File: src/rtl/acc_border.sv
`default_nettype none
// ============================================================================
// Module   : acc_border
// Purpose  : Border-PE output decoder. Counts the '1's of the unary product
//            bitstream over one temporal window, signed by the product sign,
//            adds the count to an incoming partial sum (saturating), and
//            presents the result on a valid/ready handshake.
// Revision : 1.0 - initial release
// ============================================================================
module acc_border #(
    parameter int WIDTH     = 16,
    parameter int ACC_WIDTH = 2 * WIDTH
) (
    input  logic                 clk,
    input  logic                 rst_n,
    input  logic                 init,
    input  logic                 clr,
    input  logic [WIDTH-2:0]     i_len,
    input  logic                 i_sign,
    input  logic [ACC_WIDTH-1:0] i_psum,
    input  logic                 i_bit,
    output logic [ACC_WIDTH-1:0] o_psum,
    output logic                 o_valid,
    input  logic                 o_ready,
    output logic                 o_busy
);

    localparam logic [1:0] c_ST_IDLE = 2'd0;
    localparam logic [1:0] c_ST_RUN  = 2'd1;
    localparam logic [1:0] c_ST_HOLD = 2'd2;

    // Two's-complement extremes of the accumulator and unit steps
    localparam logic [ACC_WIDTH-1:0] c_ACC_MAX = {1'b0, {(ACC_WIDTH-1){1'b1}}};
    localparam logic [ACC_WIDTH-1:0] c_ACC_MIN = {1'b1, {(ACC_WIDTH-1){1'b0}}};
    localparam logic [ACC_WIDTH-1:0] c_ACC_ONE = {{(ACC_WIDTH-1){1'b0}}, 1'b1};
    localparam logic [WIDTH-2:0]     c_REM_ONE = {{(WIDTH-2){1'b0}}, 1'b1};
    localparam logic [WIDTH-2:0]     c_REM_ZERO = '0;

    logic [1:0]           r_state;
    logic [ACC_WIDTH-1:0] r_acc;
    logic [WIDTH-2:0]     r_rem;
    logic                 r_sign;
    logic [ACC_WIDTH-1:0] r_psum;
    logic                 r_valid;
    logic                 r_busy;

    logic [ACC_WIDTH-1:0] w_acc_step;
    logic [WIDTH-2:0]     w_rem_dec;

    // Next accumulator value for a RUN cycle: signed +/-1 per '1' bit, clamped at the rails
    always_comb begin
        w_acc_step = r_acc;
        if (i_bit) begin
            if (!r_sign) begin
                if (r_acc != c_ACC_MAX) begin
                    w_acc_step = r_acc + c_ACC_ONE;
                end
            end else begin
                if (r_acc != c_ACC_MIN) begin
                    w_acc_step = r_acc - c_ACC_ONE;
                end
            end
        end
    end

    // Remaining window length; held at zero rather than wrapping
    always_comb begin
        w_rem_dec = r_rem;
        if (r_rem != c_REM_ZERO) begin
            w_rem_dec = r_rem - c_REM_ONE;
        end
    end

    // Control FSM with registered outputs; clr beats init beats per-state behaviour
    always_ff @(posedge clk or negedge rst_n) begin
        if (!rst_n) begin
            r_state <= c_ST_IDLE;
            r_acc   <= '0;
            r_rem   <= '0;
            r_sign  <= 1'b0;
            r_psum  <= '0;
            r_valid <= 1'b0;
            r_busy  <= 1'b0;
        end else if (clr) begin
            r_state <= c_ST_IDLE;
            r_acc   <= '0;
            r_valid <= 1'b0;
            r_busy  <= 1'b0;
        end else if (init) begin
            // A pending HOLD result is dropped here; a coincident o_ready still completes it
            r_acc  <= i_psum;
            r_rem  <= i_len;
            r_sign <= i_sign;
            if (i_len != c_REM_ZERO) begin
                r_state <= c_ST_RUN;
                r_valid <= 1'b0;
                r_busy  <= 1'b1;
            end else begin
                // Empty window: result is the incoming partial sum, available next cycle
                r_state <= c_ST_HOLD;
                r_psum  <= i_psum;
                r_valid <= 1'b1;
                r_busy  <= 1'b0;
            end
        end else begin
            case (r_state)
                c_ST_RUN: begin
                    r_acc <= w_acc_step;
                    r_rem <= w_rem_dec;
                    if (w_rem_dec == c_REM_ZERO) begin
                        r_state <= c_ST_HOLD;
                        r_psum  <= w_acc_step;
                        r_valid <= 1'b1;
                        r_busy  <= 1'b0;
                    end
                end
                c_ST_HOLD: begin
                    if (o_ready) begin
                        r_state <= c_ST_IDLE;
                        r_valid <= 1'b0;
                    end
                end
                default: begin
                    r_state <= c_ST_IDLE;
                    r_valid <= 1'b0;
                    r_busy  <= 1'b0;
                end
            endcase
        end
    end

    assign o_psum  = r_psum;
    assign o_valid = r_valid;
    assign o_busy  = r_busy;

endmodule
`default_nettype wire

File: config.mk
export PLATFORM = sky130hd
export DESIGN_NAME = acc_border
export DESIGN_NICKNAME = d
export VERILOG_FILES = /design/src/rtl/acc_border.sv
export SDC_FILE = /design/constraint.sdc
export NUM_CORES = 1
export LEC_CHECK = 0
export BUFFER_PORTS_ARGS = -buffer_cell sky130_fd_sc_hd__buf_2
export CAP_MARGIN = 20
export CORE_UTILIZATION = 40
export DETAILED_ROUTE_END_ITERATION = 8
export GPL_TIMING_DRIVEN = 0
export HOLD_SLACK_MARGIN = 0.08
export SYNTH_ARGS = -nofsm -noshare
export SYNTH_HDL_FRONTEND = slang
export SYNTH_SLANG_ARGS = --single-unit
File: constraint.sdc
create_clock -name clk -period 3.5 [get_ports clk]
set_input_delay 0.7 -clock clk [delete_from_list [all_inputs] [get_ports clk]]
set_output_delay 0.7 -clock clk [all_outputs]
set_load 0.02 [all_outputs]
Word level (Yosys, flattened, before mapping)

Cells that the tools add are included.
W data, S select, Z words.

$add $sub $neg: 3
Bitwise operators: 1
Eq/ne operators: 8
Muxes and demuxes: 31
Reductions and logical operators: 11

Operator list:

| operator                | number |
|---|---|
| $mux W32                | 11 |
| $mux W15                | 3 |
| $add A32 B1 Y32 const B | 1 |
| $ne A32 B31 Y1 const B  | 1 |
| $ne A32 B32 Y1 const B  | 1 |
| $sub A32 B1 Y32 const B | 1 |
| $reduce_bool A15 Y1     | 2 |
| $logic_not A15 Y1       | 1 |
| $sub A15 B1 Y15 const B | 1 |
| $mux W2                 | 5 |
| $mux W1                 | 9 |
| $ne A4 B4 Y1 const B    | 2 |
| $reduce_and A2 Y1       | 4 |
| $pmux W1 S2             | 2 |
| $pmux W2 S2             | 1 |
| $reduce_and A4 Y1       | 1 |
| $reduce_bool A2 Y1      | 2 |
| $ne A3 B3 Y1 const B    | 1 |
| $reduce_bool A3 Y1      | 1 |
| $eq A2 B1 Y1 const B    | 1 |
| $eq A2 B2 Y1 const B    | 1 |
| $ne A2 B2 Y1 const B    | 1 |
| $not A1 Y1              | 1 |

Register bits: 84
Input bits: 54
Logic and storage cells: 61

Depth between registers and ports, before layout

Depth after elaboration: 7
Depth in mapped cells: 12
Mapped depth without buffers: 9

Least setup slack after synthesis

OpenSTA, ideal clock, no wires.

Path type: reg-to-reg
Start: register r_rem[0]
End: register r_psum[30] (netlist: o_psum[30])
Arrival time: 3.062 ns
Data required time: 3.373 ns
Setup slack: 0.310 ns
Stages on the path, launching flop included: 13
Cells stage by stage: dfrtp_1 inv_1 ha_1 or4b_4 or4_1 buf_2 or3_1 a21oi_1 and3_2 o21a_1 buf_6 buf_12 mux2_1

Word-level cells in the longest chain between the ends: 5
Elaborated cells between the ends (all ways): 6

Ends and longest elaborated chain:

| element                                                       | line   | RTL |
|---|---|---|
| start, declared                                               | 41     | `logic [WIDTH-2:0] r_rem;` |
| start signal, assigned                                        | 92     | `r_rem <= i_len;` |
| start signal, assigned                                        | 109    | `r_rem <= w_rem_dec;` |
| $sub A15 B1 Y15 / $reduce_bool A15 Y1 (equally long branches) | 70, 69 |  |
| $mux W15 *                                                    | 69     | `if (r_rem != c_REM_ZERO) begin` |
| $logic_not A15 Y1 *                                           | 110    | `if (w_rem_dec == c_REM_ZERO) begin` |
| $reduce_bool A2 Y1 (no source line) *                         | --     |  |
| $reduce_and A4 Y1 (no source line) *                          | --     |  |
| end signal, assigned                                          | 101    | `r_psum <= i_psum;` |
| end signal, assigned                                          | 112    | `r_psum <= w_acc_step;` |
| end, declared                                                 | 43     | `logic [ACC_WIDTH-1:0] r_psum;` |

Mark *: on every way between the ends. The rest lies on a longest branch, timed or not.
A chain may end at the register's enable or synchronous reset.

Worst setup path after layout

Same ends and word-level chain as after synthesis.

==> metrics <==
Syn Inst Count 718; CTS root buf clkbuf_16; First DRT Iteration DRCs 602; Syn Nets 776; Via Count 6439; ranking of synthesized cells by area dfrtp_1 (34%), nand2_1 (3.8%), clkbuf_1 (3.4%); Worst Skew 0.00493 ns; CP startpoint r_rem[0]; global-route wire length before repair 35000 um; Site Rows 44; status finished, violations left; VDD IR max 0.218 mV; Fill cells 1465; post-synth top area cell dfrtp_1; nets@finish 876; GPL Wtd Cong 0.985; gr usage total 29.2%; busiest grt layer met2; period utilization 97.9%; Max Clock Freq 292 MHz; Port-buffer cells 86; synth unique cells 72; dpl hpwl 16700 um; CTS Hold Bufs 0; commonest cells in the netlist dfrtp_1 (83), nand2_1 (61), clkbuf_1 (54), nor2_1 (48), o21ai_0 (40); GR Util met2 47.4%; Worst Setup End Kind flip-flop; Vias/cell 6.39; endpoints failing hold 0; clk_lat worst skew 0.36 ns; Slowest-stage cell, CP or4b_4; Primary FF master, synth dfrtp_1; Placed Cells 989; CTS buffer count 9; hold slack 0.321 ns; number of synthesized flops with an enable pin 0; largest net degree at the start of global routing 47; CTS tree built; Routed Antenna Nets 0; final wirelength 22300 um; post-synth top area share 34.4%; worst hold path type in2async; Die ar. 15600 um^2; CP required 3.74 ns; Max Fanout on Critical Path 10; CP Buf/Inv Count 4; min Tclk post-route 3.43 ns; Synth Warn # 0; part of the Yosys area used for sequential elements 34.4%; asr flop ratio synth 100%; Cell Area, Synth 6040 um^2; Max Cap Viol 0; Final Util 48.8%; GR met1 Demand/Resource 38.3%; Reg-to-Reg Start r_rem[0]; IO Pins 88; crit-path cells inv_2 -> ha_4 -> or4b_4 -> or4_1 -> buf_2 -> or3_1 -> a21oi_2 -> and3_4 -> o21a_1 -> buf_6 -> buf_12 -> mux2_1; Die X 125 um; vias in the first global route 6173; initial core utilization 41.3%; clock transition at the registers of the reported paths 0.07 ns; WP data arrival 3.66 ns; PD cells 472 nW/um^2; worst relative slew slack 41.9%; final slew viol count 0; detailed-route wire length per cell 22.1 um; worst slew pin tran 0.860 ns; Worst Setup Path Type reg2reg; chip height 125 um; M3 GR Usage 5.03%; Worst path max stage delay 0.50 ns; Core Region 14600 um^2; most common cell in the netlist dfrtp_1; initial antenna violation count 0; Avg Cell Area, Syn 8.42 um^2; n_diodes 0; failing checks DRC; total grt overflow 0; P_leak 2.88 nW; CP delay by family, top simple AND/OR/NAND/NOR gates; CTS Sinks 83; RSZ-0062 raised after global routing false; first-pass detailed-route iteration total 7; Final setup viols 0; crit path launch type flip-flop; area grow syn2layout 18.4%; CTS max path bufs 2; share of cells above drive strength 1 19.2%; drt drc 8; H-Tree Level Count 3; final std cells w/o fill 1007; flops & latches, synth 83
[worst register-to-register path, cell delays in order, from the launching register on]
cell	delay, ns
dfrtp_2	0.45
inv_2	0.09
ha_4	0.15
or4b_4	0.50
or4_1	0.40
buf_2	0.17
or3_1	0.33
a21oi_2	0.17
and3_4	0.24
o21a_1	0.17
buf_6	0.15
buf_12	0.16
mux2_1	0.33
[state kept, by name, summed over array words and instances, names as in the netlist]
register	cells
r_state	1
o_psum	32
r_rem	15
o_busy	1
r_acc	32
o_valid	1
r_sign	1
[final timing paths]
kind	end	slack, ns	cells after the start
setup / recovery	o_psum[30]	0.07	12
hold / removal	o_psum[7]	0.32	1
setup reg to reg	o_psum[30]	0.07	12
hold reg to reg	o_psum[30]	0.50	1
max in group asynchronous	r_rem[0]	2.54	2
min in group clk	o_psum[30]	0.50	1
[cells in the final DEF, fill, tap and decap left out, types with 8 or more instances in the layout]
cell type,synthesis,layout
nand2_1,61,61
o311ai_0,9,9
nand4_1,19,19
inv_1,27,26
nor4_1,25,23
a22o_1,19,19
a31oi_1,11,11
a21oi_1,22,21
buf_2,4,90
and3_1,11,11
dfrtp_1,83,82
mux2_4,10,10
nand3_1,28,27
mux2i_1,15,15
nor2_1,48,48
clkbuf_1,54,48
nor3_1,32,30
clkbuf_16,0,9
or4_1,11,11
or3_1,15,15
o21ai_0,40,39
mux2_2,8,8
and2_1,9,9
[repair_timing]
item | 4_1_cts | 5_1_grt
buffers inserted | 2 | 2
pin swaps | 2 | 0
gates resized for setup | 8 | 12
endpoints found under the setup margin | 15 | 28
[final cells by class]
class / instances / area [um^2] / area share (%)
Inverter: 27 / 101 / 1.42
Tap cell: 184 / 230 / 3.22
Sequential cell: 83 / 2080 / 29.1
Multi-Input combinational cell: 546 / 3650 / 51.1
Buffer: 59 / 270 / 3.78
Clock buffer: 9 / 225 / 3.15
Timing Repair Buffer: 92 / 495 / 6.93
Clock inverter: 7 / 98.8 / 1.38
[kinds of logic (layout without fill, tap and decap cells)]
logic type      after synthesis  count (layout)  synth area share (%)
xor+xnor                     14              14                  2.03
simple gates                303             303                  26.8
compound gates              190             190                  22.9
flops                        83              83                  34.4
mux                          34              34                  6.65
buf+inv                      89             194                  6.27
fa+ha+maj                     5               5                 0.994
[where the power goes]
| group | leakage, nW | internal [W] | switching [W] | total, W |
|---|---|---|---|---|
| registers | 1.05 | 0.00112 | 0.000137 | 0.00125 |
| clock network | 0.162 | 0.000633 | 0.000444 | 0.00108 |
| logic | 1.67 | 0.000399 | 0.000650 | 0.00105 |
[metal layers]
| metal | vias to the layer above | share of wire [%] |
|---|---|---|
| met5 | - | 0 |
| met4 | 0 | 3.4 |
| met3 | 49 | 6.1 |
| met2 | 270 | 47 |
| met1 | 3162 | 44 |
| li1 | 2958 | - |
[per-stage QoR]
| stage | worst slack (ns) | instance area, um^2 | total power [W] | TNS, ns |
|---|---|---|---|---|
| after floorplan | 0.310 | 6040 | 0.00191 | 0 |
| after global placement | -0.100 | 6700 | 0.00227 | -0.766 |
| after detailed placement | -0.104 | 6730 | 0.00229 | -0.791 |
| after CTS | 0.0205 | 7110 | 0.00338 | 0 |
| after global routing | 0.000733 | 7150 | 0.00354 | 0 |
| final | 0.0741 | 7150 | 0.00338 | 0 |
(Power assumes the default switching activity.)
